==> src/rtl/fifo_burst_gather_pkg.sv <==
// Shared types and helpers for the burst gatherer that drains the prefetch FIFO
// into addressed DDR write bursts.
package fifo_burst_pkg;

  typedef enum logic [1:0] {
    ST_IDLE = 2'd0,
    ST_CMD  = 2'd1,
    ST_DATA = 2'd2
  } state_e;

  localparam int unsigned BYTES_PER_WORD = 4;
  localparam int unsigned PAGE_BYTES     = 4096;

  function automatic logic [31:0] min3(input logic [31:0] a,
                                       input logic [31:0] b,
                                       input logic [31:0] c);
    logic [31:0] m;
    m = (a < b) ? a : b;
    return (m < c) ? m : c;
  endfunction

endpackage

==> src/rtl/fifo_burst_gather_len_calc.sv <==
// Burst length for the next command: min(BURST_LEN, remaining, 4 KB guard) - 1.
// The guard term exists only when FIFO_BURST_GATHER_4K_GUARD_EN is defined.
module fifo_burst_len_calc
  import fifo_burst_pkg::*;
#(
  parameter int ADDR_W    = 32,
  parameter int CNT_W     = 20,
  parameter int BURST_LEN = 16
) (
  input  logic [ADDR_W-1:0] addr,
  input  logic [CNT_W-1:0]  remaining,
  output logic [8:0]        cmd_len
);

  logic [31:0] rem_w;
  logic [31:0] guard_w;
  logic [31:0] beats;
  logic        unused_addr_bits;

  assign unused_addr_bits = ^addr;

  always_comb begin
    // Saturate first so a counter wider than 32 bits cannot alias to a short burst.
    rem_w = (remaining >= CNT_W'(BURST_LEN)) ? 32'(BURST_LEN) : 32'(remaining);
`ifdef FIFO_BURST_GATHER_4K_GUARD_EN
    guard_w = (32'(PAGE_BYTES) - 32'(addr[11:0])) / 32'(BYTES_PER_WORD);
`else
    guard_w = 32'hFFFF_FFFF;
`endif
    beats   = min3(32'(BURST_LEN), rem_w, guard_w);
    cmd_len = 9'(beats - 32'd1);
  end

endmodule

==> src/rtl/fifo_burst_gather.sv <==
// Regroups FIFO read words into addressed write bursts (command, then data beats).
// Optional 4 KB boundary split: define FIFO_BURST_GATHER_4K_GUARD_EN.
module fifo_burst_gather
  import fifo_burst_pkg::*;
#(
  parameter int DATA_W    = 32,
  parameter int ADDR_W    = 32,
  parameter int BURST_LEN = 16,
  parameter int CNT_W     = 20
) (
  input  logic              clk,
  input  logic              rst_n,
  input  logic              start,
  input  logic [ADDR_W-1:0] base_addr,
  input  logic [CNT_W-1:0]  frame_words,
  output logic              busy,
  output logic              done,
  input  logic [DATA_W-1:0] fifo_rd_data,
  input  logic              fifo_rd_vld,
  output logic              fifo_rd_en,
  output logic              cmd_vld,
  input  logic              cmd_rdy,
  output logic [ADDR_W-1:0] cmd_addr,
  output logic [8:0]        cmd_len,
  output logic [DATA_W-1:0] wdata,
  output logic              wvld,
  input  logic              wrdy,
  output logic              wlast
);

  state_e            state_q, state_d;
  logic [ADDR_W-1:0] addr_q, addr_d;
  logic [CNT_W-1:0]  rem_q, rem_d;
  logic [8:0]        beat_cnt_q, beat_cnt_d;
  logic              cmd_vld_q, cmd_vld_d;
  logic [ADDR_W-1:0] cmd_addr_q, cmd_addr_d;
  logic [8:0]        cmd_len_q, cmd_len_d;
  logic              busy_q, busy_d;
  logic              done_q, done_d;
  logic [8:0]        next_len;
  logic              in_data;
  logic              beat_acc;

  // Sized from the next address/count so the command registers load on entry to CMD.
  fifo_burst_len_calc #(
    .ADDR_W   (ADDR_W),
    .CNT_W    (CNT_W),
    .BURST_LEN(BURST_LEN)
  ) u_len_calc (
    .addr     (addr_d),
    .remaining(rem_d),
    .cmd_len  (next_len)
  );

  assign in_data    = (state_q == ST_DATA);
  assign wvld       = in_data & fifo_rd_vld;
  assign wdata      = in_data ? fifo_rd_data : '0;
  assign wlast      = in_data & (beat_cnt_q == 9'd0);
  assign beat_acc   = wvld & wrdy;
  assign fifo_rd_en = beat_acc;

  always_comb begin
    // NOTE: every _d takes its hold value first so no path through the case leaves it unassigned, which would infer a latch.
    state_d    = state_q;
    addr_d     = addr_q;
    rem_d      = rem_q;
    beat_cnt_d = beat_cnt_q;
    done_d     = 1'b0;

    unique case (state_q)
      ST_IDLE: begin
        if (start) begin
          addr_d = base_addr;
          rem_d  = frame_words;
          if (frame_words == '0) done_d  = 1'b1;
          else                   state_d = ST_CMD;
        end
      end
      ST_CMD: begin
        if (cmd_vld_q && cmd_rdy) begin
          beat_cnt_d = cmd_len_q;
          state_d    = ST_DATA;
        end
      end
      ST_DATA: begin
        if (beat_acc) begin
          beat_cnt_d = beat_cnt_q - 9'd1;
          rem_d      = rem_q - CNT_W'(1);
          if (wlast) begin
            addr_d = addr_q + ((ADDR_W'(cmd_len_q) + ADDR_W'(1)) * ADDR_W'(BYTES_PER_WORD));
            if (rem_q == CNT_W'(1)) begin
              done_d  = 1'b1;
              state_d = ST_IDLE;
            end else begin
              state_d = ST_CMD;
            end
          end
        end
      end
      default: state_d = ST_IDLE;
    endcase

    busy_d     = (state_d != ST_IDLE);
    cmd_vld_d  = (state_d == ST_CMD);
    cmd_addr_d = cmd_addr_q;
    cmd_len_d  = cmd_len_q;
    if ((state_d == ST_CMD) && (state_q != ST_CMD)) begin
      cmd_addr_d = addr_d;
      cmd_len_d  = next_len;
    end
  end

  // NOTE: sequential state uses non-blocking assignments only; the asynchronous reset clears every register, including counters.
  always_ff @(posedge clk or negedge rst_n) begin
    if (!rst_n) begin
      state_q    <= ST_IDLE;
      addr_q     <= '0;
      rem_q      <= '0;
      beat_cnt_q <= '0;
      cmd_vld_q  <= 1'b0;
      cmd_addr_q <= '0;
      cmd_len_q  <= '0;
      busy_q     <= 1'b0;
      done_q     <= 1'b0;
    end else begin
      state_q    <= state_d;
      addr_q     <= addr_d;
      rem_q      <= rem_d;
      beat_cnt_q <= beat_cnt_d;
      cmd_vld_q  <= cmd_vld_d;
      cmd_addr_q <= cmd_addr_d;
      cmd_len_q  <= cmd_len_d;
      busy_q     <= busy_d;
      done_q     <= done_d;
    end
  end

  assign busy     = busy_q;
  assign done     = done_q;
  assign cmd_vld  = cmd_vld_q;
  assign cmd_addr = cmd_addr_q;
  assign cmd_len  = cmd_len_q;

endmodule
==> config.mk <==
export PLATFORM = sky130hd
export DESIGN_NAME = fifo_burst_gather
export DESIGN_NICKNAME = d
export VERILOG_FILES = /design/src/rtl/fifo_burst_gather_pkg.sv /design/src/rtl/fifo_burst_gather_len_calc.sv /design/src/rtl/fifo_burst_gather.sv
export SDC_FILE = /design/constraint.sdc
export NUM_CORES = 1
export LEC_CHECK = 0
export BUFFER_PORTS_ARGS = -buffer_cell sky130_fd_sc_hd__buf_2
export CAP_MARGIN = 20
export CORE_MARGIN = 3
export CORE_UTILIZATION = 25
export DETAILED_ROUTE_END_ITERATION = 7
export PLACE_DENSITY_LB_ADDON = 0.05
export SLEW_MARGIN = 20
export SYNTH_ARGS = -nofsm -noshare
export SYNTH_HDL_FRONTEND = slang
export SYNTH_SLANG_ARGS = --single-unit
==> constraint.sdc <==
create_clock -name clk -period 6.02 [get_ports clk]
set_input_delay 1.204 -clock clk [delete_from_list [all_inputs] [get_ports clk]]
set_output_delay 1.204 -clock clk [all_outputs]
set_load 0.02 [all_outputs]
==> flow_summary_export.csv <==
group,metric,value,unit
clocking,post_cts_resized,0,
clocking,cts_tree,"built",
sta,worstMarginPinSlew,1.056,ns
flow_run,drv_cap,0,
sta,clock_skew,0.01253,ns
synth,synth-edff-count,0,
drt,drt_pass1_iterations,5,
sta,finalMaxSlewViolations,0,
floorplanning,ios,169,
sta,slew_headroom,28.60,%
drt,ant_nets,0,
placement,place.gp.congestion,0.7986,
layout,regArea,2678,um^2
floorplanning,die_y,166.4,um
clocking,cts_hold_buf,0,
placement,io_buffers,168,
floorplanning,fp-row-count,58,
clocking,cts_setup_buffers,0,
global_route,grt_usage,16.18,%
layout,drive_gt1_share,25.37,%
layout,final_design_area_no_fill,7938,um^2
pwr,leakage,3.685,nW
critical_path,crit_arrival,4.78,ns
synth,ys_seq_elements,107,
clocking,insertion_delay,0.37,ns
synth,yosysTopAreaCell,"dfrtp_1",
synth,ys_seq_area_share,41.62,%
placement,placed_area,7631,um^2
drt,avgViaCountPerCell,5.052,
pwr,peakVddDrop,0.0001577,V
clocking,cts_max_level,3,
layout,syn2layout_area_growth,23.38,%
synth,synth_top_area_share,41.62,%
critical_path,critical_path_class,"input port to flop",
layout,antenna-diode-count,0,
synth,avgSynthCellArea,8.801,um^2
critical_path,critPathLaunch,"start",
layout,fillers,2661,
pwr,pwr_density_cell,490.7,nW/um^2
synth,synthesis.area,6434,um^2
global_route,grt_start_max_net_pins,66,
clocking,cts_buffers,9,
critical_path,cp-start-kind,"input port",
global_route,grt_pass1_wl,35.98,mm
clocking,cts_sinks,107,
global_route,first_global_vias,6388,
sta,min_period_over_period,75.43,%
drt,drc_errors,0,
placement,hpwl,16.80,mm
worst_hold_path,min-delay-start,"cmd_addr[2]",
sta,tns,0,ns
drt,num_vias,6148,
floorplanning,dieWidth,166.4,um
floorplanning,die_area,27700,um^2
synth,synth_area_leaders,"dfrtp_1 42%, nand2_1 6.1%, and2_1 3.7%, nor2_1 3.6%, ha_1 2.9%",
clocking,cts-root-buf,"clkbuf_16",
critical_path,crit_fanout,21,
synth,yosys.cell_types.count,76,
layout,multiInputGateArea,3495,um^2
sta,rsz0062_at_grt,"no",
sta,holdWs,0.4762,ns
floorplanning,core_region_area,25250,um^2
global_route,antenna_found_initial,0,
sta,hold_violations,0,
critical_path,endpoint_kind,"flop",
sta,max_freq,0.2202,GHz
synth,synth_nets,837,
synth,ys.flop_type,"dfrtp_1",
worst_hold_path,hp-class,"flop to flop",
sta,setup_violations,0,
pwr,power,3.895,mW
sta,period_needed,4.541,ns
synth,synth-async-reset-ratio,100.0,%
drt,wl_per_cell,18.47,um
critical_path,r2r_start,"state_q[0]",
critical_path,crit_required,6.26,ns
clocking,clk_pin_slew,0.08,ns
synth,ys_warn_count,0,
floorplanning,initial_core_util,25.48,%
synth,syn_inst,731,
layout,final_nets,989,
drt,drt-total-wl,22.48,mm
drt,first_iter_violations,445,
outcome,outcome,"finished clean",
clocking,cts_buffer_depth,2,
global_route,grt_overflow,0,
## sequential cells by signal, summed over array words and instances (netlist names)
| signal | cells |
|---|---|
| beat_cnt_q | 9 |
| busy | 1 |
| cmd_addr | 32 |
| rem_q | 20 |
| cmd_vld | 1 |
| done | 1 |
| addr_q | 32 |
| state_q | 2 |
| cmd_len | 9 |
## power by group
part | switching [mW] | internal [mW]
combinational | 1.19 | 0.736
clock | 0.308 | 0.340
sequential | 0.284 | 1.04
## through the flow
step / worst slack, ns / util [%] / std cells
after floorplan: 2.185 / - / 731
after global placement: 1.356 / 30.19 / 1202
after detailed placement: 1.133 / 30.22 / 1202
after CTS: 1.519 / 31.43 / 1217
after global routing: 1.227 / 31.43 / 1217
final: 1.479 / 31.43 / 1217
## Yosys cell counts (4+ instances only)
master,count
nand2b_1,6
buf_2,7
or4_1,5
nand3_1,18
nor4_1,9
o311ai_0,6
o21ai_0,33
nor2_1,61
o22ai_1,6
or3_1,14
a2bb2oi_1,5
and3_1,10
mux2_1,7
a31oi_1,17
or2_2,4
o211ai_1,8
a222oi_1,5
inv_1,31
nor2b_1,10
ha_1,15
and2_1,38
nor3b_1,4
nand2_1,105
o21a_1,4
a22oi_1,4
nor3_1,18
xor2_1,5
a21oi_1,30
a221o_1,5
mux2_2,6
clkbuf_1,23
a21o_1,5
buf_1,7
xnor2_1,9
a211oi_1,7
o31a_1,4
nand4_1,7
dfrtp_1,107
## layout make-up
| type | count | share of cell area (%) |
|---|---|---|
| multi-input cells | 554 | 44.03 |
| flip-flops and latches | 107 | 33.73 |
| repair buffers | 179 | 11.66 |
| well taps | 330 | 5.202 |
| clock buffers | 10 | 3.011 |
| inverters | 32 | 1.513 |
| clock inverters | 5 | 0.8512 |
## critical path: stages
cell	delay [ns]
buf_2	0.28
or3b_2	0.78
nor2_1	0.23
a211oi_1	0.09
nor4b_1	0.53
nand3b_1	0.20
nor4_4	0.35
and2_1	0.35
nand2_1	0.09
ha_1	0.24
inv_1	0.09
nor4_1	0.05
nand3_1	0.15
o311ai_2	0.12
## kinds of logic after synthesis
| kind of cell | Yosys count | share of synthesized area, % |
|---|---|---|
| buf+inv | 70 | 4.337 |
| mux | 16 | 2.742 |
| flops | 107 | 41.62 |
| compound gates | 177 | 19.49 |
| fa+ha+maj | 16 | 3.228 |
| simple gates | 331 | 26.68 |
| xor+xnor | 14 | 1.906 |
## worst paths after layout
path | end | slack [ns] | cells past startpoint
worst max register to register | cmd_len[4] | 1.72 | 13
max in group asynchronous | addr_q[8] | 3.98 | 2
worst max-delay path | cmd_len[4] | 1.48 | 14
min in group asynchronous | busy | 0.93 | 1
worst min register to register | cmd_addr[2] | 0.48 | 2
worst min-delay path | cmd_addr[2] | 0.48 | 2
## metal layers
| layer | global-route usage (%) | up-vias | wire length, um | share of wire [%] |
|---|---|---|---|---|
| li1 | - | 2956 | - | - |
| met1 | 22.24 | 2959 | 10540 | 47 |
| met2 | 26.10 | 204 | 10330 | 46 |
| met3 | 3.062 | 29 | 1165 | 5.2 |
| met4 | 4.663 | 0 | 448 | 2.0 |
| met5 | 0 | - | 0 | 0 |
## layout by cell type (no fill, tap or decap), drive strengths merged, types with 5 or more instances in the layout
cell type / Yosys / final
a221o: 5 / 5
nand3: 18 / 18
mux2: 13 / 13
a2bb2oi: 5 / 5
or3: 14 / 14
dfrtp: 107 / 107
a222oi: 5 / 5
nand2: 105 / 105
and3: 11 / 11
nor2: 63 / 63
inv: 31 / 34
o22ai: 6 / 6
a211oi: 7 / 7
xor2: 5 / 5
or4: 6 / 6
clkbuf: 23 / 10
nor3: 19 / 19
a21oi: 30 / 30
o211ai: 8 / 8
nor4: 11 / 11
a31oi: 17 / 17
buf: 15 / 179
and2: 38 / 38
o311ai: 8 / 8
nor2b: 10 / 10
nand4: 7 / 7
a21o: 5 / 5
o21ai: 34 / 34
xnor2: 9 / 9
ha: 15 / 15
nand2b: 6 / 6
Power figures use the tool's default switching activity.
